===== config.mk =====
export PLATFORM = sky130hd
export DESIGN_NAME = distro_ram_dp
export DESIGN_NICKNAME = d
export VERILOG_FILES = /design/src/rtl/distro_ram_dp.sv
export SDC_FILE = /design/constraint.sdc
export NUM_CORES = 1
export LEC_CHECK = 0
export CELL_PAD_IN_SITES_DETAIL_PLACEMENT = 0
export CELL_PAD_IN_SITES_GLOBAL_PLACEMENT = 2
export CORE_UTILIZATION = 30
export CTS_CLUSTER_SIZE = 25
export DETAILED_ROUTE_END_ITERATION = 10
export HOLD_SLACK_MARGIN = 0.08
export PLACE_DENSITY = 0.7
export SLEW_MARGIN = 25
export SYNTH_ARGS = -nofsm -noshare
export SYNTH_HDL_FRONTEND = slang
export SYNTH_SLANG_ARGS = --single-unit

===== constraint.sdc =====
create_clock -name clock -period 4 [get_ports clock]
set_input_delay 1.2 -clock clock [delete_from_list [all_inputs] [get_ports clock]]
set_output_delay 1.2 -clock clock [all_outputs]
set_load 0.05 [all_outputs]

===== src/rtl/distro_ram_dp.sv =====
// distro_ram_dp: simple-dual-port distributed RAM with a registered read,
// an optional second output stage, write/read collision forwarding and a
// built-in clear sweep that initialises every word after reset or on request.
module distro_ram_dp #(
  parameter int               WIDTH     = 8,
  parameter int               LOG_DEP   = 3,
  parameter int               OUT_REG   = 0,
  parameter int               BYPASS    = 1,
  parameter logic [WIDTH-1:0] CLEAR_VAL = '0
) (
  input  logic               clock,
  input  logic               reset,
  input  logic               clear,
  output logic               busy,
  input  logic               wen,
  input  logic [LOG_DEP-1:0] waddr,
  input  logic [WIDTH-1:0]   din,
  input  logic               ren,
  input  logic [LOG_DEP-1:0] raddr,
  output logic [WIDTH-1:0]   dout,
  output logic               dout_valid
);

  localparam int DEPTH = 1 << LOG_DEP;
  // Number of read register stages between the array and dout.
  localparam int STG   = (OUT_REG != 0) ? 2 : 1;

  typedef enum logic {IDLE, CLEAR} state_t;

  state_t               state, state_nx;
  logic [LOG_DEP-1:0]   clr_ptr, clr_ptr_nx;

  logic [WIDTH-1:0]     mem [DEPTH];

  logic                 wr_acc, rd_acc, fwd;
  logic [WIDTH-1:0]     rd_word;

  // Read pipeline: stage 1 is the registered array read, stage 2 the
  // optional output register; dout/valid come from the last stage.
  logic [STG:1]              vld_pipe;
  logic [STG:1][WIDTH-1:0]   dat_pipe;

  // Host ports only act while no sweep is running.
  assign wr_acc = (state == IDLE) && wen;
  assign rd_acc = (state == IDLE) && ren;

  // Same-address write in the same cycle: forward din (write-first) or let
  // the array supply the pre-write word (read-first).
  assign fwd     = (BYPASS != 0) && wen && (waddr == raddr);
  assign rd_word = fwd ? din : mem[raddr];

  // Sweep control: IDLE waits for a clear request, CLEAR walks every address
  // once and wraps the pointer back to 0 on the last word.
  always_comb begin
    state_nx   = state;
    clr_ptr_nx = clr_ptr;
    case (state)
      IDLE: begin
        if (clear) state_nx = CLEAR;
      end
      CLEAR: begin
        clr_ptr_nx = clr_ptr + 1'b1;
        if (&clr_ptr) state_nx = IDLE;
      end
      default: state_nx = IDLE;
    endcase
  end

  // State register; reset always (re)starts a full sweep from address 0.
  always_ff @(posedge clock) begin
    if (reset) begin
      state   <= CLEAR;
      clr_ptr <= '0;
    end else begin
      state   <= state_nx;
      clr_ptr <= clr_ptr_nx;
    end
  end

  assign busy = (state == CLEAR);

  // Array write port: sweep writes take over the port, nothing lands during reset.
  always_ff @(posedge clock) begin
    if (!reset) begin
      if (state == CLEAR)
        mem[clr_ptr] <= CLEAR_VAL;
      else if (wr_acc)
        mem[waddr] <= din;
    end
  end

  // Read pipeline: valid bits shift every cycle, data only advances with a
  // valid so every stage holds its last word when nothing is read.
  always_ff @(posedge clock) begin
    if (reset) begin
      vld_pipe <= '0;
      dat_pipe <= '0;
    end else begin
      vld_pipe[1] <= rd_acc;
      if (rd_acc) dat_pipe[1] <= rd_word;
      for (int s = 2; s <= STG; s++) begin
        vld_pipe[s] <= vld_pipe[s-1];
        if (vld_pipe[s-1]) dat_pipe[s] <= dat_pipe[s-1];
      end
    end
  end

  assign dout       = dat_pipe[STG];
  assign dout_valid = vld_pipe[STG];

endmodule


# Word level (Yosys, flattened, before mapping)
# Memory sizes are Yosys's and may differ from the RTL's. A register that Yosys moved wholly into a read port is not among the register bits.
# Index checks and enable logic that the tools add are counted.
[totals]
ff_bits = 5
ramBits = 64
input_bits = 19
output_inout_bits = 10
word_cells = 23
memories = 1
[classes]
add_sub_neg = 1
muxes = 13
n_bitwise = 1
n_reduce_logical = 4
[memory_table]
columns = ["memory", "depth", "word_bits", "rd", "rd_ports_with_merged_regs", "write_ports", "line", "text"]
rows = [
  ["mem", 8, 8, 1, 1, 1, "33", "logic [WIDTH-1:0] mem [DEPTH];"],
]
[op_table]
columns = ["op", "n"]
rows = [
  ["$mux 1", 10],
  ["$mux 8", 1],
  ["$reduce_or 8->1", 1],
  ["$add 3x1->3 const B", 1],
  ["$mux 3", 1],
  ["$reduce_and 3->1", 1],
  ["$logic_and 1x1->1", 2],
  ["$pmux 1 s2", 1],
  ["$not 1->1", 1],
]

# Logic depth before layout (Yosys ltp)
# Gate-level depths: netlist of run 1.
[depth]
word_depth = 8
ltp_mapped = 6
depth_no_buf = 5

# Worst setup path after synthesis of run 1
# Ideal clock, no wire load.
[synth_timing]
kind = "input to register"
start = "in reset"
end = "mem mem[2][0] (enable)"
setup_ns = 0.370
arrival_time_ns = 2.484
required_ns = 3.630
path_slack_ns = 1.146
path_stages = 5
n_path_buf = 2
cell_sequence = "buf_6 > nor3b_4 > clkbuf_1 > a31oi_1 > nor2_1"
[synth_between]
elab_chain_len = 4
word_cells_on_any_way = 7
cone_classes = "6 x mux; 1 x reduce/logical"
[synth_lines]
columns = ["item", "line", "text"]
rows = [
  ["from (decl)", "12", "input logic reset,"],
  ["$mux 1", "84", "if (!reset) begin"],
  ["$mux 1 (not written as such)", "88", "mem[waddr] <= din;"],
  ["$reduce_or 8->1 (no source line)", "n/a", ""],
  ["$mux 3 (no source line) or $mux 1 (tied branches)", "n/a", ""],
  ["to (decl)", "33", ""],
]
# Parallel ways exist; a longest one is shown, timed or not.

==> summary.txt, run 1 <==
Worst hold path
  • Worst hold-check path type: reg -> reg

STA
  • Setup violations, final: 0
  • Final period util: 0.853
  • Final hold slack: 474 ps
  • Max-slew violation count: 0
  • RSZ-0062 raised after global routing: no
  • Setup slack after layout: 590 ps
  • Achievable frequency: 0.293 GHz
  • Tmin final: 3410 ps
  • Final hold vios: 0
  • Setup TNS: 0 ps
  • Slew Limit Headroom: 0.303
  • Clk_skew: 12.3 ps
  • Tightest Pin Transition: 1040 ps

Yosys
  • Yosys top cell area share: 0.606
  • Syn Nets: 214
  • Register area share after synthesis: 0.688
  • Netlist cell types: 30
  • FFs w/ async S/R, synth: 0
  • Area contributors post-synth: edfxtp_1 61%, mux4_2 11%, dfxtp_1 8.2%
  • Mapped Cells: 193
  • Top FF cell, synth: edfxtp_1
  • Leading area contributor after synthesis: edfxtp_1
  • Yosys reg bits: 77
  • Number of synthesized flops with an enable pin: 64
  • Mean Syn Cell Area: 16.4 sq um
  • Syn. warnings: 0
  • Mapped Area: 3170 sq um

Cells and area
  • Net total in the final layout: 250
  • Final core utilization: 0.373
  • Fin cells: 370
  • Most frequent cells in the layout: 64 x edfxtp_1, 28 x clkdlybuf4s50_1, 21 x nand2_1
  • Share of post-route cells with drive strength above 1: 0.175
  • Area Overhead vs Synth: 20.9%
  • Commonest non-fill, non-tap cell in the layout: edfxtp_1
  • Design Area, Final: 3840 sq um
  • N_diodes: 0

Power and ir drop
  • Worst vdd ir: 0.147 mV
  • P_leak: 1.31 nW
  • Final Power: 1.66 mW
  • Cell Pwr Density: 433 nW/um^2

Detailed routing
  • TritonRoute pass-1 iters: 4
  • Post-Route WL: 6.77 mm
  • DRT iter0 DRCs: 57
  • Vias: 1,726
  • Vias per std cell: 4.66
  • Antenna-violating nets left: 0
  • WL per Instance: 18.3 microns
  • DRC: 0

Die
  • Initial Util: 0.309
  • Chip height: 105 microns
  • CORE AREA: 10,300 sq um
  • Ports: 29
  • Die area: 11,000 sq um
  • Number of cell rows: 37
  • Die X: 105 microns

Critical path
  • Crit. End Element: flop
  • Data required time of the worst path: 4240 ps
  • Buf/Inv on CP: 1
  • CP top delay family: simple AND/OR/NAND/NOR gates
  • R2R setup slack: 1450 ps
  • Arr. time, crit path: 3650 ps
  • Critical-path top delay cell: clkdlybuf4s50_1
  • Kind of start point of the critical path: primary input
  • WS Path Type: in -> reg
  • CP cell instances: clkdlybuf4s50_1 > nor3b_4 > mux2i_1 > xor2_1 > nand4_1 > o221ai_1
  • CP max FO: 12
  • Largest stage delay on the critical path: 530 ps

Placement
  • PortBufs: 28
  • Post-detail-place hpwl: 4.44 mm
  • GPL Wtd Cong: 0.696
  • Post-Place Cells: 354
  • Placed Instance Area: 3610 sq um
  • Post-placement setup slack: 254 ps

Global route
  • First-pass GRT wire length: 10.5 mm
  • Gr ovfl total: 0
  • Initial antenna violation count: 0
  • Largest net degree at the start of global routing: 18
  • Vias in the first global route: 1,788
  • GR Util All Layers: 0.133

Clock tree
  • TritonCTS buffer count: 9
  • Clock latency at the later pin of the worst-skew pair: 340 ps
  • Clock buffer depth: 2
  • CTS Hold Buffers Added: 0
  • Clock sink count: 77
  • CTS resizes: 0
  • Number of setup buffers added after CTS: 0
  • Clock-pin slew on the worst setup and hold paths: 90 ps
  • H-tree levels: 3
  • CTS tree: done
  • Clk root buf: clkbuf_8

Run
  • Max-cap viol count: 0

Status
  • Run status: finished, final reports clean
==> Yosys cell counts (3+ instances only) <==
cell type,count
edfxtp_1,64
nand2_1,21
mux4_2,16
dfxtp_1,13
nor2_1,13
inv_1,12
mux2i_1,12
o221ai_1,7
a31oi_1,4
nor3b_1,3
xnor2_1,3
==> layer usage <==
| layer | wire (microns) | vias up | track usage |
|---|---|---|---|
| li1 | - | 813 | - |
| met1 | 3150 | 875 | 0.171 |
| met2 | 3330 | 34 | 0.219 |
| met3 | 236 | 4 | 0.0287 |
| met4 | 53 | 0 | 0.0513 |
| met5 | 0 | - | 0 |
==> worst register-to-register path: cells and delay by family (launching register included) <==
family | cells | cell delay [ps]
xor+xnor | 1 | 240
compound gates | 1 | 390
flops | 1 | 480
mux | 1 | 290
simple gates | 2 | 1050
==> state kept, by name, indices dropped and copies added, names as in the netlist <==
register and count:
dout_valid 1, busy 1, dout 8, clr_ptr 3, mem 64
==> power by group <==
group / switching (mW) / internal, mW / total (mW) / leakage [nW]
combinational: 0.0568 / 0.0554 / 0.112 / 0.532
clock: 0.300 / 0.357 / 0.658 / 0.107
sequential: 0.00940 / 0.882 / 0.891 / 0.667
==> final cells by class <==
| cell class | instances | area, sq um |
|---|---|---|
| Clock buffer | 10 | 128 |
| Clock inverter | 6 | 93.8 |
| Fill cell | 984 | 6440 |
| Inverter | 12 | 45.0 |
| Multi-Input combinational cell | 96 | 900 |
| Sequential cell | 77 | 2180 |
| Tap cell | 136 | 170 |
| Timing Repair Buffer | 33 | 318 |
==> cell families after synthesis <==
family	count (synthesis)	synth area share
mux	28	0.151
buf+inv	20	0.0292
compound gates	18	0.0473
flops	77	0.688
xor+xnor	5	0.0138
fa+ha+maj	2	0.00789
simple gates	43	0.0623
==> worst paths after layout <==
check,cells past startpoint,end,startpoint
worst max-delay path,6,dout[7],wen
worst min-delay path,2,dout[4],dout[4]
worst max register to register,5,dout[7],busy
worst min register to register,2,dout[4],dout[4]
(Power assumes the default switching activity.)
==> inputs of run 2 (changes only) <==
Settings changed: RECOVER_POWER from default to 25.
==> run 2 against run 1 <==
Effect of this change: die area unchanged; combinational power about the same; final cell count unchanged; power is essentially flat; global-route usage stayed put; critical path depth unchanged; sequential share of layout area increased by 0.11 points; non-clock buffer count is the same; clock power about the same; maximum frequency shrank 1.2%; largest power group unchanged.
==> summary.txt, run 2 (synthesis gave the netlist of run 1 again) <==
Global route
  • Largest net degree at the start of global routing: 18 (unchanged)
  • GR Util All Layers: 0.133 (unchanged)
  • Vias in the first global route: 1,788 (unchanged)
  • First-pass GRT wire length: 10.5 mm (unchanged)
  • Initial antenna violation count: 0 (unchanged)
  • Gr ovfl total: 0 (unchanged)

STA
  • Tightest Pin Transition: 1040 ps (about the same)
  • RSZ-0062 raised after global routing: no (unchanged)
  • Slew Limit Headroom: 0.303 (about the same)
  • Final period util: 0.863 (was 0.853)
  • Tmin final: 3450 ps (was 3410 ps)
  • Achievable frequency: 0.290 GHz (was 0.293 GHz)
  • Max-slew violation count: 0 (unchanged)
  • Clk_skew: 12.1 ps (was 12.3 ps)
  • Setup violations, final: 0 (unchanged)
  • Final hold vios: 0 (unchanged)
  • Setup TNS: 0 ps (unchanged)
  • Final hold slack: 474 ps (unchanged)

Critical path
  • Data required time of the worst path: 4240 ps (about the same)
  • Critical-path top delay cell: dlygate4sd3_1 (was clkdlybuf4s50_1)
  • Largest stage delay on the critical path: 590 ps (was 530 ps)
  • R2R cell count: 5 (unchanged)
  • WS Path Type: in -> reg (unchanged)
  • CP max FO: 12 (unchanged)
  • Crit path from: reset (was wen)
  • Crit. End Element: flop (unchanged)
  • R2R setup slack: 1460 ps (was 1450 ps)
  • CP top delay family: simple AND/OR/NAND/NOR gates (unchanged)
  • Kind of start point of the critical path: primary input (unchanged)
  • Reg-to-Reg Start: busy (unchanged)
  • CP cell instances: dlygate4sd3_1 > nor3b_4 > mux2i_1 > xor2_1 > nand4_1 > o221ai_1 (was clkdlybuf4s50_1 > nor3b_4 > mux2i_1 > xor2_1 > nand4_1 > o221ai_1)
  • Buf/Inv on CP: 1 (unchanged)
  • FF-to-FF End: dout[7] (unchanged)
  • Arr. time, crit path: 3690 ps (was 3650 ps)

Die
  • Die X: 105 microns (unchanged)
  • CORE AREA: 10,300 sq um (unchanged)
  • Die area: 11,000 sq um (unchanged)
  • Number of cell rows: 37 (unchanged)
  • Chip height: 105 microns (unchanged)
  • Ports: 29 (unchanged)
  • Initial Util: 0.309 (unchanged)

Detailed routing
  • DRC: 0 (unchanged)
  • WL per Instance: 18.3 microns (about the same)
  • Post-Route WL: 6.78 mm (was 6.77 mm)
  • Antenna-violating nets left: 0 (unchanged)
  • Vias: 1,730 (was 1,726)
  • Vias per std cell: 4.68 (was 4.66)
  • DRT iter0 DRCs: 57 (unchanged)
  • TritonRoute pass-1 iters: 4 (unchanged)

Cells and area
  • Flip-flop count of the largest register after layout: 64 (unchanged)
  • Most frequent cells in the layout: 64 x edfxtp_1, 25 x clkdlybuf4s50_1, 21 x nand2_1 (was 64 x edfxtp_1, 28 x clkdlybuf4s50_1, 21 x nand2_1)
  • Net total in the final layout: 250 (unchanged)
  • N_diodes: 0 (unchanged)
  • Share of post-route cells with drive strength above 1: 0.167 (was 0.175)
  • Final core utilization: 0.373 (about the same)
  • Area Overhead vs Synth: 20.7% (was 20.9%)
  • Commonest non-fill, non-tap cell in the layout: edfxtp_1 (unchanged)
  • Most flops, register: mem (unchanged)

Placement
  • GPL Wtd Cong: 0.696 (unchanged)
  • Post-detail-place hpwl: 4.44 mm (unchanged)
  • PortBufs: 28 (unchanged)

Power and ir drop
  • P_leak: 1.31 nW (about the same)
  • Cell Pwr Density: 434 nW/um^2 (was 433 nW/um^2)
  • Worst vdd ir: 0.147 mV (about the same)

Worst hold path
  • Critical hold path startpoint: dout[4] (unchanged)
  • Worst hold endpoint: dout[4] (unchanged)
  • Worst hold-check path type: reg -> reg (unchanged)
  • Worst Hold Depth: 2 (unchanged)

Clock tree
  • Clock latency at the later pin of the worst-skew pair: 340 ps (about the same)
  • Clock-pin slew on the worst setup and hold paths: 90 ps (about the same)
  • Clock buffer depth: 2 (unchanged)
  • CTS Hold Buffers Added: 0 (unchanged)
  • Clk root buf: clkbuf_8 (unchanged)
  • TritonCTS buffer count: 9 (unchanged)
  • CTS resizes: 0 (unchanged)
  • H-tree levels: 3 (unchanged)
  • CTS tree: done (unchanged)
  • Clock sink count: 77 (unchanged)
  • Number of setup buffers added after CTS: 0 (unchanged)

Status
  • Run status: finished, final reports clean (unchanged)

Run
  • Max-cap viol count: 0 (unchanged)
[run 2: cell count changes in the layout (fill, tap and decap cells not counted)]
cell / previous run / this run
buf_4: 5 / 3
clkbuf_1: 1 / 3
clkdlybuf4s50_1: 28 / 25
dlygate4sd3_1: 0 / 3
[run 2: tightest hold or removal path: stages, from the launching register on]
cell and delay, ps:
dfxtp_1 340, nand2_1 50, o221ai_1 60
[run 2: area by class of cell]
cell class | instances | area (sq um)
Fill cell | 983 | 6450
Sequential cell | 77 | 2180
Multi-Input combinational cell | 96 | 900
Timing Repair Buffer | 33 | 310
Tap cell | 136 | 170
Clock buffer | 10 | 128
Clock inverter | 6 | 93.8
Inverter | 12 | 45.0
[run 2: worst max-delay path by stage]
stage	to	slack (ps)	depth (start not counted)
2_1_floorplan	mem[2][0]	1150	5
3_3_place_gp	dout[4]	330	6
3_5_place_dp	dout[7]	250	6
4_1_cts	dout[7]	610	6
5_1_grt	dout[0]	340	6
6_report	dout[7]	550	6
[run 2: through the flow]
stage | setup WS [ps] | power [mW] | area [sq um] | std cells
after floorplan | 1150 | 0.978 | 3170 | 193
after global placement | 329 | 1.02 | 3610 | 354
after detailed placement | 254 | 1.02 | 3610 | 354
after CTS | 606 | 1.67 | 3830 | 370
after global routing | 339 | 1.72 | 3830 | 370
final | 550 | 1.66 | 3830 | 370
[run 2: where the power goes]
| group | internal [mW] | switching (mW) | total (mW) |
|---|---|---|---|
| logic | 0.0548 | 0.0568 | 0.112 |
| clock network | 0.357 | 0.300 | 0.657 |
| registers | 0.882 | 0.00936 | 0.891 |
| total | 1.29 | 0.366 | 1.66 |
[run 2: layer usage]
metal,vias up,part of all wire,GRT usage
li1,814,-,-
met1,876,0.46,0.171
met2,36,0.49,0.219
met3,4,0.036,0.0287
met4,0,0.0078,0.0513
met5,-,0,0
